File: src/rtl/eddr_host_client.sv
// Ethernet-encapsulated memory client: one load/store request at a time is framed onto
// the tx beat stream, and the matching reply (or a timeout) completes it.
//   state | meaning
//   IDLE  | ready for a user request
//   TX    | sending request frame beats
//   WAIT  | awaiting first reply beat
//   RX    | receiving reply frame beats
module eddr_host_client #(
    parameter logic [47:0] MAC_DST  = 48'hffff_ffff_ffff,
    parameter logic [47:0] MAC_SRC  = 48'h0102_0304_0506,
    parameter logic [15:0] ETH_TYPE = 16'h8888,
    parameter logic [15:0] TIMEOUT  = 16'hffff
) (
    input  logic         clk,
    input  logic         reset_n,
    input  logic         req_val,
    output logic         req_rdy,
    input  logic         req_rw,
    input  logic [25:0]  req_addr,
    input  logic [255:0] req_data,
    output logic         resp_val,
    output logic         resp_err,
    output logic [255:0] resp_data,
    output logic [63:0]  txq_bits,
    output logic [7:0]   txq_aux_bits,
    output logic         txq_val,
    input  logic         txq_rdy,
    input  logic [63:0]  rxq_bits,
    input  logic [7:0]   rxq_aux_bits,
    input  logic         rxq_val,
    output logic         rxq_rdy
);

    typedef enum logic [1:0] {IDLE, TX, WAIT, RX} state_t;

    state_t         state;
    logic [2:0]     tx_cnt;
    logic [2:0]     rx_cnt;
    logic [15:0]    to_cnt;
    logic           rw_q;
    logic [25:0]    addr_q;
    logic [255:0]   data_q;
    logic [191:0]   rx_buf;
    logic [2:0]     last_beat;
    logic           type_ok;
    logic           rx_done;
    logic           timed_out;
    logic           unused_rx_aux;

    assign unused_rx_aux = ^rxq_aux_bits;

    assign req_rdy   = (state == IDLE) && reset_n;
    assign txq_val   = (state == TX);
    assign rxq_rdy   = (state == WAIT) || (state == RX);
    assign last_beat = rw_q ? 3'd7 : 3'd3;
    assign type_ok   = (rxq_bits[47:32] == ETH_TYPE);
    assign rx_done   = rxq_val && (state == RX) &&
                       (((rx_cnt == 3'd1) && type_ok && rw_q) || (rx_cnt == 3'd5));
    assign timed_out = rxq_rdy && ((to_cnt + 16'd1) == TIMEOUT);

    always_comb begin
        txq_bits     = 64'h0;
        txq_aux_bits = 8'h00;
        if (state == TX) begin
            txq_aux_bits = (tx_cnt == last_beat) ? 8'h47 : 8'h07;
            case (tx_cnt)
                3'd0:    txq_bits = {MAC_SRC[15:0], MAC_DST};
                3'd1:    txq_bits = {16'h0, ETH_TYPE, MAC_SRC[47:16]};
                3'd2:    txq_bits = {1'b0, addr_q, 5'b0, 31'h0, rw_q};
                3'd3:    txq_bits = rw_q ? data_q[63:0] : 64'h0;
                3'd4:    txq_bits = data_q[127:64];
                3'd5:    txq_bits = data_q[191:128];
                3'd6:    txq_bits = data_q[255:192];
                default: txq_bits = 64'h0;
            endcase
        end
    end

    always_ff @(posedge clk or negedge reset_n) begin
        if (!reset_n) begin
            state     <= IDLE;
            tx_cnt    <= 3'd0;
            rx_cnt    <= 3'd0;
            to_cnt    <= 16'd0;
            rw_q      <= 1'b0;
            addr_q    <= 26'd0;
            data_q    <= 256'd0;
            rx_buf    <= 192'd0;
            resp_val  <= 1'b0;
            resp_err  <= 1'b0;
            resp_data <= 256'd0;
        end else begin
            resp_val <= 1'b0;
            resp_err <= 1'b0;
            case (state)
                IDLE: begin
                    if (req_val) begin
                        rw_q   <= req_rw;
                        addr_q <= req_addr;
                        data_q <= req_data;
                        tx_cnt <= 3'd0;
                        state  <= TX;
                    end
                end
                TX: begin
                    if (txq_rdy) begin
                        if (tx_cnt == last_beat) begin
                            state  <= WAIT;
                            rx_cnt <= 3'd0;
                            to_cnt <= 16'd0;
                        end else begin
                            tx_cnt <= tx_cnt + 3'd1;
                        end
                    end
                end
                default: begin
                    to_cnt <= to_cnt + 16'd1;
                    if (rxq_val) begin
                        if (state == WAIT) begin
                            state  <= RX;
                            rx_cnt <= 3'd1;
                        end else if ((rx_cnt == 3'd1) && !type_ok) begin
                            // foreign frame: drop it but keep the timeout running
                            state  <= WAIT;
                            rx_cnt <= 3'd0;
                        end else begin
                            rx_cnt <= rx_cnt + 3'd1;
                            case (rx_cnt)
                                3'd2:    rx_buf[63:0]    <= rxq_bits;
                                3'd3:    rx_buf[127:64]  <= rxq_bits;
                                3'd4:    rx_buf[191:128] <= rxq_bits;
                                default: ;
                            endcase
                        end
                    end
                    // a completion landing on the timeout cycle still counts as success
                    if (rx_done) begin
                        resp_val <= 1'b1;
                        state    <= IDLE;
                        if (!rw_q)
                            resp_data <= {rxq_bits, rx_buf};
                    end else if (timed_out) begin
                        resp_val <= 1'b1;
                        resp_err <= 1'b1;
                        state    <= IDLE;
                    end
                end
            endcase
        end
    end

endmodule

File: config.mk
export PLATFORM = sky130hd
export DESIGN_NAME = eddr_host_client
export DESIGN_NICKNAME = d
export VERILOG_FILES = /design/src/rtl/eddr_host_client.sv
export SDC_FILE = /design/constraint.sdc
export NUM_CORES = 1
export LEC_CHECK = 0
export ABC_AREA = 1
export CAP_MARGIN = 40
export CORE_AREA = 2 2 268 270
export CTS_BUF_LIST = sky130_fd_sc_hd__clkbuf_4 sky130_fd_sc_hd__clkbuf_8
export CTS_CLUSTER_SIZE = 40
export DETAILED_ROUTE_END_ITERATION = 10
export DIE_AREA = 0 0 270 272
export MAX_ROUTING_LAYER = met4
export PLACE_DENSITY = 0.74
export SLEW_MARGIN = 40
export SYNTH_ARGS = -nofsm -noshare
export SYNTH_HDL_FRONTEND = slang
export SYNTH_SLANG_ARGS = --single-unit
File: constraint.sdc
create_clock -name clk -period 2.1 [get_ports clk]
set_input_delay 0.21 -clock clk [delete_from_list [all_inputs] [get_ports clk]]
set_output_delay 0.21 -clock clk [all_outputs]
set_load 0.02 [all_outputs]
==> impl_results.html <==
<table>
<tr><th>Metric</th><th>Value</th></tr>
<tr><th colspan="2">Worst setup path</th></tr>
<tr><td>Highest cell delay on the worst timing path</td><td>0.39 ns</td></tr>
<tr><td>Worst setup EP type</td><td>output port</td></tr>
<tr><td>Critical Path, Cell by Cell</td><td>ha_2, ha_4, buf_6, o41ai_4, buf_6, buf_8, buf_12, a31oi_4, buf_6</td></tr>
<tr><td>Crit-path most repeated cell</td><td>sky130_fd_sc_hd__buf_6</td></tr>
<tr><td>Top Family by Delay on Critical Path</td><td>buffers and inverters</td></tr>
<tr><td>CP Buf/Inv Count</td><td>5</td></tr>
<tr><td>Data required time at the worst endpoint</td><td>1.89 ns</td></tr>
<tr><td>Crit path max fanout</td><td>8</td></tr>
<tr><td>Type of the worst setup path</td><td>reg2out</td></tr>
<tr><td>Data arrival at the endpoint of the critical path</td><td>2.62 ns</td></tr>
<tr><td>Crit start category</td><td>flip-flop</td></tr>
<tr><td>Slowest CP cell</td><td>sky130_fd_sc_hd__dfrtp_1</td></tr>
<tr><th colspan="2">Global routing</th></tr>
<tr><td>Wire length of the first global-routing pass</td><td>149000 um</td></tr>
<tr><td>Antenna violations before repair</td><td>10</td></tr>
<tr><td>Largest net degree at the start of global routing</td><td>111</td></tr>
<tr><td>Vias in the first global route</td><td>24700</td></tr>
<tr><td>GRT Overall Usage</td><td>27.1%</td></tr>
<tr><td>Remaining Overflow, GRT</td><td>0</td></tr>
<tr><th colspan="2">Placement</th></tr>
<tr><td>Half-perimeter wire length after detailed placement</td><td>68500 um</td></tr>
<tr><td>Buffers added on ports</td><td>680</td></tr>
<tr><td>Placed inst area</td><td>40500 um2</td></tr>
<tr><td>Weighted congestion reported at the end of routability-driven placement</td><td>0.924</td></tr>
<tr><th colspan="2">Timing</th></tr>
<tr><td>Final critical-path setup slack</td><td>-0.732 ns</td></tr>
<tr><td>Hold violation count in the final report</td><td>0</td></tr>
<tr><td>Finish-stage setup viols</td><td>305</td></tr>
<tr><td>Final Slew Violations</td><td>0</td></tr>
<tr><td>Highest clock rate</td><td>353 MHz</td></tr>
<tr><td>Period minus WS final</td><td>2.83 ns</td></tr>
<tr><td>Final Skew</td><td>0.0682 ns</td></tr>
<tr><td>Transition time at the pin with the least slew margin</td><td>0.641 ns</td></tr>
<tr><td>Final total negative setup slack</td><td>-69.62 ns</td></tr>
<tr><td>Final Cycle Share</td><td>135%</td></tr>
<tr><td>Rel. slew slack</td><td>56.8%</td></tr>
<tr><td>Final Hold Slack</td><td>0.0814 ns</td></tr>
<tr><td>RSZ-0062 raised after global routing</td><td>yes</td></tr>
<tr><th colspan="2">Yosys</th></tr>
<tr><td>Post-synth EDFFs</td><td>0</td></tr>
<tr><td>Sequential area share after synthesis</td><td>61.1%</td></tr>
<tr><td>Most common flop cell mapped by yosys</td><td>sky130_fd_sc_hd__dfrtp_1</td></tr>
<tr><td>Per-instance average area after synthesis</td><td>11.4 um2</td></tr>
<tr><td>Ys async rst share</td><td>100%</td></tr>
<tr><td>Number of distinct standard cells referenced by the synthesized netlist</td><td>37</td></tr>
<tr><td>Post-Syn Area</td><td>31000 um2</td></tr>
<tr><td>Yosys warning total</td><td>0</td></tr>
<tr><td>Number of standard cells after synthesis</td><td>2725</td></tr>
<tr><td>Post-synthesis sequential element count</td><td>757</td></tr>
<tr><th colspan="2">Pwr</th></tr>
<tr><td>Total chip power</td><td>51.0 mW</td></tr>
<tr><td>Worst IR Drop VDD</td><td>0.000754 V</td></tr>
<tr><td>Leakage power summed over all cells</td><td>21.4 nW</td></tr>
<tr><td>PD cells</td><td>1100 nW/um2</td></tr>
<tr><th colspan="2">Clock tree</th></tr>
<tr><td>Number of H-tree levels</td><td>3</td></tr>
<tr><td>Clock transition at the registers of the reported paths</td><td>0.07 ns</td></tr>
<tr><td>Number of sinks on the clock net</td><td>757</td></tr>
<tr><td>TritonCTS buffer count</td><td>120</td></tr>
<tr><td>Library cell used as clock root buffer</td><td>sky130_fd_sc_hd__clkbuf_8</td></tr>
<tr><td>CTS tree</td><td>built</td></tr>
<tr><td>Insertion delay of the later-clocked pin in the worst-skew pair</td><td>0.76 ns</td></tr>
<tr><td>Number of buffers on the longest clock path</td><td>3</td></tr>
<tr><th colspan="2">Detailed routing</th></tr>
<tr><td>Number of vias per cell</td><td>5.34</td></tr>
<tr><td>Total via count after detailed routing</td><td>25200</td></tr>
<tr><td>Final WL</td><td>107000 um</td></tr>
<tr><td>Count of unresolved DRC violations after routing</td><td>0</td></tr>
<tr><td>Residual antenna-violating net count after detailed routing</td><td>0</td></tr>
<tr><td>Initial detailed-routing violation count</td><td>1931</td></tr>
<tr><td>Wire length per cell after detailed routing</td><td>22.6 um</td></tr>
<tr><td>DRT Pass-1 Iters</td><td>8</td></tr>
<tr><th colspan="2">Cells and area</th></tr>
<tr><td>Final standard cell area without fillers</td><td>46400 um2</td></tr>
<tr><td>Syn-to-layout area delta</td><td>49.7%</td></tr>
<tr><td>Share of the core filled with cells in the final layout</td><td>65.6%</td></tr>
<tr><td>Final net count</td><td>4027</td></tr>
<tr><td>Fraction of layout cells with a size suffix above 1</td><td>31.4%</td></tr>
<tr><th colspan="2">Floorplan</th></tr>
<tr><td>Die outline area</td><td>73400 um2</td></tr>
<tr><td>Initial Util</td><td>43.8%</td></tr>
<tr><td>Number of ports placed on the die boundary</td><td>693</td></tr>
<tr><td>Number of cell rows</td><td>98</td></tr>
<tr><td>Core ar.</td><td>70800 um2</td></tr>
<tr><td>Die height</td><td>272 um</td></tr>
<tr><td>Chip width</td><td>270 um</td></tr>
<tr><th colspan="2">Run</th></tr>
<tr><td># Max-Cap Violations</td><td>0</td></tr>
<tr><th colspan="2">Outcome</th></tr>
<tr><td>Violations in the final reports</td><td>negative setup slack</td></tr>
<tr><td>Status</td><td>finished with violations</td></tr>
<tr><th colspan="2">Min path</th></tr>
<tr><td>Tightest Hold Check Type</td><td>in2reg</td></tr>
</table>
[metal layers]
| layer | vias to the layer above | GRT usage, % | share of wire [%] |
|---|---|---|---|
| li1 | 11100 | - | - |
| met1 | 12700 | 32.9 | 38 |
| met2 | 1163 | 43.2 | 49 |
| met3 | 249 | 7.55 | 8.9 |
| met4 | 0 | 10.2 | 4.2 |
| met5 | - | - | 0 |
[cell usage after synthesis, types with 2 or more instances]
| master | n | area (um2) |
|---|---|---|
| sky130_fd_sc_hd__a21oi_1 | 32 | 160 |
| sky130_fd_sc_hd__inv_2 | 6 | 22.5 |
| sky130_fd_sc_hd__mux2_2 | 300 | 3380 |
| sky130_fd_sc_hd__buf_1 | 9 | 33.8 |
| sky130_fd_sc_hd__and3_1 | 7 | 43.8 |
| sky130_fd_sc_hd__o211ai_1 | 4 | 30.0 |
| sky130_fd_sc_hd__clkbuf_1 | 81 | 304 |
| sky130_fd_sc_hd__o22ai_1 | 9 | 56.3 |
| sky130_fd_sc_hd__nand4_1 | 9 | 56.3 |
| sky130_fd_sc_hd__a31oi_1 | 35 | 219 |
| sky130_fd_sc_hd__buf_4 | 9 | 67.6 |
| sky130_fd_sc_hd__a22o_1 | 3 | 26.3 |
| sky130_fd_sc_hd__nand3_2 | 2 | 20.0 |
| sky130_fd_sc_hd__mux2_4 | 98 | 1470 |
| sky130_fd_sc_hd__buf_2 | 52 | 260 |
| sky130_fd_sc_hd__nor2_1 | 70 | 263 |
| sky130_fd_sc_hd__a221oi_1 | 32 | 280 |
| sky130_fd_sc_hd__nand2_1 | 577 | 2170 |
| sky130_fd_sc_hd__inv_1 | 182 | 683 |
| sky130_fd_sc_hd__buf_6 | 12 | 135 |
| sky130_fd_sc_hd__dfrtp_1 | 757 | 18900 |
| sky130_fd_sc_hd__ha_1 | 12 | 150 |
| sky130_fd_sc_hd__xor2_1 | 2 | 17.5 |
| sky130_fd_sc_hd__o21ai_0 | 362 | 1810 |
| sky130_fd_sc_hd__a41oi_1 | 7 | 61.3 |
| sky130_fd_sc_hd__nor2_4 | 2 | 22.5 |
| sky130_fd_sc_hd__a211oi_1 | 12 | 90.1 |
| sky130_fd_sc_hd__nand3_1 | 33 | 165 |
[sequential cells by signal, summed over array words and instances, names as in the netlist]
name	count
data_q	256
resp_err	1
to_cnt	16
rx_buf	192
rw_q	1
rx_cnt	3
resp_data	256
state	2
addr_q	26
resp_val	1
tx_cnt	3
[cell usage in the layout (no fill, tap or decap), types with 10 or more instances in the layout]
cell type                         instances
sky130_fd_sc_hd__buf_6                   67
sky130_fd_sc_hd__clkbuf_8               159
sky130_fd_sc_hd__buf_12                  58
sky130_fd_sc_hd__mux2_4                  98
sky130_fd_sc_hd__nand3_1                 25
sky130_fd_sc_hd__mux2_2                 300
sky130_fd_sc_hd__clkinv_2                15
sky130_fd_sc_hd__buf_2                   12
sky130_fd_sc_hd__nand2_4                 19
sky130_fd_sc_hd__o21ai_1                 42
sky130_fd_sc_hd__a21oi_2                 13
sky130_fd_sc_hd__buf_4                  139
sky130_fd_sc_hd__a221oi_2                25
sky130_fd_sc_hd__diode_2                 10
sky130_fd_sc_hd__buf_8                   16
sky130_fd_sc_hd__dfrtp_1                757
sky130_fd_sc_hd__a31oi_4                 13
sky130_fd_sc_hd__nand2_2                 33
sky130_fd_sc_hd__clkbuf_16               31
sky130_fd_sc_hd__clkdlybuf4s50_1        600
sky130_fd_sc_hd__a31oi_2                 19
sky130_fd_sc_hd__clkbuf_4                39
sky130_fd_sc_hd__nand2_1                526
sky130_fd_sc_hd__o21ai_2                 23
sky130_fd_sc_hd__o21ai_0                295
sky130_fd_sc_hd__dlygate4sd3_1           16
sky130_fd_sc_hd__inv_1                  177
sky130_fd_sc_hd__a21oi_1                 20
sky130_fd_sc_hd__nor2_1                  57
sky130_fd_sc_hd__buf_16                  18
[power by group]
group / total, mW / internal [mW] / switching (mW)
clock: 14.6 / 8.41 / 6.18
combinational: 14.6 / 7.48 / 7.17
sequential: 21.8 / 19.0 / 2.74
[cells by family after synthesis]
logic type                 count (synthesis)  synth area share, %
AOI/OAI and AO/OA                        500                 8.93
DFF                                      757                 61.1
and+or+nand+nor                          702                 8.87
muxes                                    398                 15.6
other                                      1               0.0121
adders and majority gates                 12                0.484
buffers and inverters                    352                 4.87
xor gates and xnor gates                   3               0.0848
[worst reg2reg max path: cells and delay by family, from the launching register on]
| family | cells | cell delay (ns) |
|---|---|---|
| buffers and inverters | 8 | 1.07 |
| flip-flops | 1 | 0.42 |
| AND/OR/NAND/NOR | 4 | 0.40 |
| multiplexers | 1 | 0.30 |
[final cells by class]
| type | count | area, um2 |
|---|---|---|
| Clock buffer | 198 | 2480 |
| Inverter | 189 | 751 |
| Multi-Input combinational cell | 1619 | 11800 |
| Fill cell | 4982 | 24300 |
| Antenna cell | 10 | 25.0 |
| Timing Repair Buffer | 968 | 10800 |
| Tap cell | 950 | 1190 |
| Sequential cell | 757 | 18900 |
| Clock inverter | 29 | 409 |
[timing repair]
action                     in CTS  in global routing
pin swaps                      29                 23
buffers inserted               25                 25
setup endpoints to repair     100                301
hold endpoints to repair      514                  0
hold buffers                   17                  0
gates resized for setup       435                263
gates cloned                    9                 41
[final timing paths]
check	endpoint	startpoint	slack, ns	cells after the start
min in group asynchronous	rx_buf[31]$_DFFE_PN0P_	reset_n	0.09	3
max	txq_bits[1]	tx_cnt[1]$_DFFE_PN0P_	-0.73	9
min reg2reg	resp_data[170]$_DFFE_PN0P_	rx_buf[170]$_DFFE_PN0P_	0.48	1
min	rx_buf[98]$_DFFE_PN0P_	rxq_bits[34]	0.08	3
max in group asynchronous	data_q[73]$_DFFE_PN0P_	reset_n	1.05	4
max reg2reg	resp_data[14]$_DFFE_PN0P_	rw_q$_DFFE_PN0P_	-0.23	13
[per-stage QoR]
| stage | setup WS [ns] | cells |
|---|---|---|
| 3_3_place_gp | -0.728 | 4368 |
| 2_1_floorplan | -0.0385 | 2728 |
| 5_1_grt | -0.849 | 4719 |
| 4_1_cts | -0.773 | 4645 |
| 3_5_place_dp | -0.770 | 4369 |
| 6_report | -0.732 | 4720 |
No activity file was read; power rests on OpenSTA's default activity.
